**src/rtl/power_trigger_1500.sv**
```systemverilog
// Power-threshold trigger: squares NSAMPS lanes, keeps a WINDOW_CLKS sliding power sum, fires a pulse then holds off.
// Optional peak tracker on output peak_o is compiled in when PWRTRIG_PEAK_EN is defined.
module power_trigger_1500 #(
    parameter  int INBITS       = 12,
    parameter  int NSAMPS       = 4,
    parameter  int WINDOW_CLKS  = 4,
    parameter  int HOLDOFF_CLKS = 32,
    localparam int PWRBITS      = 2*INBITS + 1 + $clog2(WINDOW_CLKS)
) (
    input  logic                     aclk,
    input  logic                     aresetn,
    input  logic [INBITS*NSAMPS-1:0] data_i,
    input  logic [PWRBITS-1:0]       thresh_i,
    input  logic                     thresh_valid_i,
    input  logic                     count_clr_i,
    output logic [PWRBITS-1:0]       power_o,
    output logic                     trig_o,
    output logic                     armed_o,
    output logic [15:0]              trig_count_o
`ifdef PWRTRIG_PEAK_EN
   ,output logic [PWRBITS-1:0]       peak_o
`endif
);

    localparam int SQBITS = 2*INBITS - 1;
    localparam int PSBITS = 2*INBITS + 1;

    typedef enum logic [1:0] {IDLE, ARMED, HOLDOFF} state_t;

    logic [INBITS*NSAMPS-1:0] data_q;
    logic [SQBITS-1:0]        sq_d [NSAMPS];
    logic [SQBITS-1:0]        sq_q [NSAMPS];
    logic [PSBITS-1:0]        psum_d, psum_q;
    logic [PSBITS-1:0]        hist_q [WINDOW_CLKS];
    logic [PWRBITS-1:0]       power_q;
    logic [PWRBITS-1:0]       thresh_q;
    logic                     loaded_q;
    state_t                   state_q;
    logic                     armed_q;
    logic                     trig_q;
    logic [7:0]               hold_q;
    logic [15:0]              count_d, count_q;

    // Sign-extend to full product width so the unsigned low bits equal the signed square.
    function automatic logic [SQBITS-1:0] square(input logic [INBITS-1:0] s);
        logic [2*INBITS-1:0] ext;
        ext = {{INBITS{s[INBITS-1]}}, s};
        return SQBITS'(ext * ext);
    endfunction

    // NOTE: combinational blocks use blocking '=' and assign every output first, so no latch is inferred.
    always_comb begin
        psum_d = '0;
        for (int k = 0; k < NSAMPS; k++) begin
            sq_d[k] = square(data_q[INBITS*k +: INBITS]);
            psum_d  = psum_d + PSBITS'(sq_q[k]);
        end
    end

    // NOTE: the history is a small memory that is still reset, because the subtraction relies on it starting at zero.
    always_ff @(posedge aclk or negedge aresetn) begin
        if (!aresetn) begin
            data_q  <= '0;
            psum_q  <= '0;
            power_q <= '0;
            for (int k = 0; k < NSAMPS; k++) sq_q[k] <= '0;
            for (int k = 0; k < WINDOW_CLKS; k++) hist_q[k] <= '0;
        end else begin
            data_q  <= data_i;
            sq_q    <= sq_d;
            psum_q  <= psum_d;
            power_q <= power_q + PWRBITS'(psum_q) - PWRBITS'(hist_q[WINDOW_CLKS-1]);
            hist_q[0] <= psum_q;
            for (int k = 1; k < WINDOW_CLKS; k++) hist_q[k] <= hist_q[k-1];
        end
    end

    // The compare sees the registered threshold, so a same-edge load only affects later decisions.
    always_ff @(posedge aclk or negedge aresetn) begin
        if (!aresetn) begin
            thresh_q <= '1;
            loaded_q <= 1'b0;
            state_q  <= IDLE;
            armed_q  <= 1'b0;
            trig_q   <= 1'b0;
            hold_q   <= '0;
        end else begin
            trig_q <= 1'b0;
            if (thresh_valid_i) begin
                thresh_q <= thresh_i;
                loaded_q <= 1'b1;
            end
            unique case (state_q)
                IDLE: begin
                    if (loaded_q) begin
                        state_q <= ARMED;
                        armed_q <= 1'b1;
                    end
                end
                ARMED: begin
                    if (power_q > thresh_q) begin
                        trig_q  <= 1'b1;
                        hold_q  <= 8'(HOLDOFF_CLKS - 1);
                        state_q <= HOLDOFF;
                        armed_q <= 1'b0;
                    end
                end
                HOLDOFF: begin
                    if (hold_q == 8'd0) begin
                        state_q <= ARMED;
                        armed_q <= 1'b1;
                    end else begin
                        hold_q <= hold_q - 8'd1;
                    end
                end
                default: begin
                    state_q <= IDLE;
                    armed_q <= 1'b0;
                end
            endcase
        end
    end

    always_comb begin
        count_d = count_q;
        if (count_clr_i)
            count_d = '0;
        else if (trig_q && count_q != 16'hFFFF)
            count_d = count_q + 16'd1;
    end

    always_ff @(posedge aclk or negedge aresetn) begin
        if (!aresetn) count_q <= '0;
        else          count_q <= count_d;
    end

`ifdef PWRTRIG_PEAK_EN
    logic [PWRBITS-1:0] peak_q;

    always_ff @(posedge aclk or negedge aresetn) begin
        if (!aresetn)              peak_q <= '0;
        else if (count_clr_i)      peak_q <= '0;
        else if (power_q > peak_q) peak_q <= power_q;
    end

    assign peak_o = peak_q;
`endif

    assign power_o      = power_q;
    assign trig_o       = trig_q;
    assign armed_o      = armed_q;
    assign trig_count_o = count_q;

endmodule
```
**config.mk**
```make
export PLATFORM = sky130hd
export DESIGN_NAME = power_trigger_1500
export DESIGN_NICKNAME = d
export VERILOG_FILES = /design/src/rtl/power_trigger_1500.sv
export SDC_FILE = /design/constraint.sdc
export NUM_CORES = 2
export LEC_CHECK = 0
export CORE_ASPECT_RATIO = 1.25
export CORE_UTILIZATION = 30
export DETAILED_ROUTE_END_ITERATION = 8
export GPL_TIMING_DRIVEN = 0
export PLACE_DENSITY_LB_ADDON = 0.25
export REMOVE_ABC_BUFFERS = 1
export SLEW_MARGIN = 0
export SYNTH_ARGS = -nofsm -noshare
export SYNTH_HDL_FRONTEND = slang
export SYNTH_SLANG_ARGS = --single-unit
```
**constraint.sdc**
```tcl
create_clock -name aclk -period 6.6 [get_ports aclk]
set_clock_uncertainty 0.2 [all_clocks]
set_input_delay 1.98 -clock aclk [delete_from_list [all_inputs] [get_ports aclk]]
set_output_delay 1.98 -clock aclk [all_outputs]
set_load 0.1 [all_outputs]
```
### Word-level counts from Yosys, hierarchy flattened

Cells that the tools add are included.

* add/sub/neg operators: 7
* $mul: 4
* order comparisons: 1
* equality and inequality tests: 7
* muxes and demuxes: 15
* reduce and logical (&&, ||, !) cells: 7

Operator list (number)
* $mul A12 B12 Y23: 4
* $mux W16: 2
* $add A27 B25 Y27: 1
* $gt A27 B27 Y1: 1
* $sub A27 B25 Y27: 1
* $add A24 B23 Y25: 1
* $add A25 B23 Y25: 1
* $add A23 B23 Y24: 1
* $add A16 B1 Y16 const B: 1
* $mux W8: 2
* $ne A16 B16 Y1 const B: 1
* $pmux W8 S2: 1
* $logic_not A8 Y1: 1
* $ne A2 B2 Y1 const B: 4
* $sub A8 B1 Y8 const B: 1
* $mux W2: 3
* $pmux W2 S3: 1
* $reduce_and A3 Y1: 2
* $mux W1: 5
* $reduce_bool A2 Y1: 2
* $pmux W1 S3: 1
* $eq A2 B1 Y1 const B: 1
* $eq A2 B2 Y1 const B: 1
* $logic_not A2 Y1: 1
* $logic_and A1 B1 Y1: 1

* register bits: 348
* bits of input ports: 79
* output and inout bits: 45
* word-level logic and storage cells: 59

### Depth between registers and ports, before layout

* depth in word-level cells: 4
* gate-level depth with buffers: 25
* gate-level depth less buffers: 24

### Least setup slack after synthesis

OpenSTA, ideal clock, no wires.

* kind: register to register
* from: register data_q[14]
* to: register sq_q[68] in the netlist's numbering
* setup time: 130 ps
* data arrival time: 5571 ps
* data required time: 6270 ps
* path slack: 699 ps
* stages on the path, launching flop included: 21
* path buffers: 1
* clock period less this slack: 5901 ps
* cell sequence: dfrtp_1 -> clkbuf_1 -> and2_1 -> fa_1 -> inv_1 -> fa_1 -> fa_1 -> inv_1 -> fa_1 -> inv_1 -> fa_1 -> inv_1 -> ha_1 -> or4_4 -> o211a_1 -> o31a_1 -> o211a_1 -> o21a_1 -> o21a_1 -> o41ai_2 -> xnor2_1

RTL lines
* from (decl): line 30 `logic [INBITS*NSAMPS-1:0] data_q;`
* from (signal assigned): line 69 `data_q <= data_i;`
* to (signal assigned): line 70 `sq_q <= sq_d;`
* to (decl): line 32 `logic [SQBITS-1:0] sq_q [NSAMPS];`

==> impl_metrics.py <==
metrics = {
    "cells_and_area": {
        "layout.nets": 4122,
        "final_area_um2": 36900,
        "fillers": 10800,
        "final_layout_size_suffix_gt1_share_pct": 4.51,
        "syn_to_final_growth_pct": 13.5,
    },
    "clock_tree": {
        "cts_buffer_depth": 3,
        "hold_buffers": 0,
        "cts_tree": "built",
        "clkTransAtPathRegs_ns": 0.08,
        "cts_resized": 0,
        "cts_root_buf": "clkbuf_16",
        "clkLatencyLatePin_ns": 0.59,
        "post_cts_buffers": 0,
        "htreeDepth": 2,
        "numCtsBuffers": 41,
        "cts.sinks": 343,
    },
    "floorplanning": {
        "die_w_um": 296,
        "die_area_um2": 110000,
        "dieHeight_um": 370,
        "core_area_um2": 107000,
        "num_io_pins": 124,
        "num_rows": 134,
        "floorplan.initialDensity_pct": 30.3,
    },
    "yosys": {
        "async_reset_ff_share_pct": 100,
        "synth_flop_cell": "dfrtp_1",
        "syn_avg_cell_area_um2": 10.5,
        "synth_cell_types": 58,
        "syn_inst": 3093,
        "seq_area_frac_synth_pct": 26.5,
        "ys_warn_count": 0,
        "synth_area_um2": 32500,
        "synth_edf_count": 0,
        "synth-seq-cells": 343,
    },
    "worst_setup_path": {
        "endpoint_kind": "flop",
        "crit_fanout": 15,
        "critical_path_class": "flop to flop",
        "cp.required_ns": 6.86,
        "cp.arrival_ns": 6.55,
        "critPathLaunchType": "flop",
    },
    "place": {
        "dp_hpwl_um": 54400,
        "gp_congestion": 0.794,
        "pre_cts_ws_ns": 0.0429,
        "portBuffers": 123,
        "placed_area_um2": 35400,
    },
    "drt": {
        "wl_per_cell_um": 14.3,
        "firstDrtPassIters": 4,
        "drc": 0,
        "final_antenna_net_count": 0,
        "via_count": 19900,
        "wirelength_um": 66900,
        "vias_per_cell": 4.26,
        "drt-initial-drc-count": 705,
    },
    "timing": {
        "drv_slew": 0,
        "rsz0062_at_grt": "no",
        "finalWorstSetupSlack_ns": 0.309,
        "tightest_slew_ns": 1.04,
        "setup_viol": 0,
        "max_freq_mhz": 159,
        "min_period_ns": 6.29,
        "post-route-period-util_pct": 95.3,
        "hold_viol_final": 0,
        "relSlewSlack_pct": 30.2,
    },
    "worst_hold_path": {
        "hold_class": "flop to flop",
    },
    "grt": {
        "grt_max_degree": 102,
        "antenna_found_initial": 1,
        "grt_pass1_vias": 22100,
        "grt_remaining_overflow": 0,
        "grtUsageTotal_pct": 13.2,
        "grt_pass1_wl_um": 114000,
    },
    "flow_run": {
        "cap_violations": 0,
    },
    "outcome": {
        "status": "finished clean",
    },
}
==> registers in the layout, indices dropped and copies added (netlist names) <==
name / flops
trig_count_o: 16
sq_q: 88
thresh_q: 27
hold_q: 8
hist_q: 100
power_o: 27
trig_o: 1
data_q: 48
loaded_q: 1
psum_q: 25
state_q: 2
==> cell usage after synthesis (18+ instances only) <==
library cell | count | share of area [%]
o21ai_0 | 69 | 1.1
a21o_1 | 42 | 0.97
clkbuf_1 | 56 | 0.65
nor2_1 | 161 | 1.9
dfrtp_1 | 316 | 24
nor3_1 | 29 | 0.45
ha_1 | 301 | 12
nand2_1 | 217 | 2.5
o21a_1 | 35 | 0.81
and2_1 | 91 | 1.8
a21oi_1 | 77 | 1.2
nand3_1 | 24 | 0.37
nor2b_1 | 18 | 0.35
dfstp_2 | 27 | 2.2
xor2_1 | 57 | 1.5
fa_1 | 536 | 33
xnor2_1 | 115 | 3.1
o21bai_1 | 20 | 0.46
inv_1 | 775 | 8.9
==> through the flow <==
step / std cells / setup TNS (ns) / hold WS, ns / util (%)
2_1_floorplan: 3037 / 0 / 0.131 / -
3_3_place_gp: 4588 / -4195.42 / 0.131 / 33.0
3_5_place_dp: 4591 / 0 / 0.135 / 33.0
4_1_cts: 4665 / 0 / 0.130 / 34.4
5_1_grt: 4665 / 0 / 0.144 / 34.4
6_report: 4666 / 0 / 0.127 / 34.4
==> cell usage in the layout (no fill, tap or decap), drive strengths merged, types with 7 or more instances in the layout <==
master / count
xnor2: 115
clkbuf: 53
a21o: 42
or2: 10
dfstp: 27
o21bai: 20
clkdlybuf4s50: 121
or3: 10
a211oi: 7
clkinv: 11
nand4: 9
nor2: 161
nor2b: 18
a21oi: 77
and3: 10
dfrtp: 316
o21a: 35
nand2: 217
and2: 91
xor2: 57
ha: 301
nor3: 29
nand2b: 8
fa: 536
inv: 779
o21ai: 72
nand3: 24
==> routing by layer <==
| metal | part of all wire, % | routed length [µm] | global-route usage [%] | vias to the layer above |
|---|---|---|---|---|
| met3 | 3.0 | 1990 | 1.67 | 78 |
| met2 | 53 | 35700 | 24.4 | 254 |
| li1 | - | - | - | 9550 |
| met5 | 0 | 0 | 0 | - |
| met4 | 2.3 | 1530 | 3.44 | 0 |
| met1 | 41 | 27600 | 15.8 | 10000 |
==> worst paths after layout <==
kind,startpoint,to,slack (ns),depth (start not counted)
max reg2reg,data_q[14]$_DFF_PN0_,sq_q[68]$_DFF_PN0_,0.31,19
max in group asynchronous,aresetn,data_q[24]$_DFF_PN0_,3.59,3
max,data_q[14]$_DFF_PN0_,sq_q[68]$_DFF_PN0_,0.31,19
min reg2reg,hist_q[74]$_DFF_PN0_,hist_q[49]$_DFF_PN0_,0.13,0
min in group asynchronous,aresetn,data_q[2]$_DFF_PN0_,1.21,1
min,hist_q[74]$_DFF_PN0_,hist_q[49]$_DFF_PN0_,0.13,0
==> logic make-up (layout without fill, tap and decap cells) <==
logic type,after synthesis,count (layout),share of synthesized area [%]
XOR/XNOR,172,172,4.63
AND/OR/NAND/NOR,599,599,8.48
flip-flops,343,343,26.5
adder cells (fa/ha/maj),837,837,44.6
buffers and inverters,835,978,9.64
other,2,4,0.0231
multiplexers,7,7,0.219
AO/OA/AOI/OAI,298,298,5.89
==> final cells by class <==
class | instances | area, µm² | area share (%)
clock inverters | 21 | 303 | 0.821
well taps | 1428 | 1790 | 4.84
multi-input cells | 1916 | 20800 | 56.3
clock buffers | 53 | 1160 | 3.15
flip-flops and latches | 343 | 8640 | 23.4
repair buffers | 126 | 1310 | 3.56
diodes | 1 | 2.50 | 0.00678
inverters | 778 | 2930 | 7.93
==> worst max-delay path, stage by stage (launching register included) <==
cell,delay (ns)
dfrtp_1,0.61
and2_1,0.33
fa_1,0.54
inv_1,0.05
fa_1,0.45
fa_1,0.51
inv_1,0.05
fa_1,0.55
inv_1,0.06
fa_1,0.48
inv_1,0.04
ha_1,0.22
or4_4,0.55
o211a_1,0.25
o31a_1,0.29
o211a_1,0.26
o21a_1,0.19
o21a_1,0.19
o41ai_2,0.23
xnor2_1,0.12
Power is left out: the tool's default activity adds up to more than one toggle a clock period on the data nets, which glitch-free logic cannot reach.
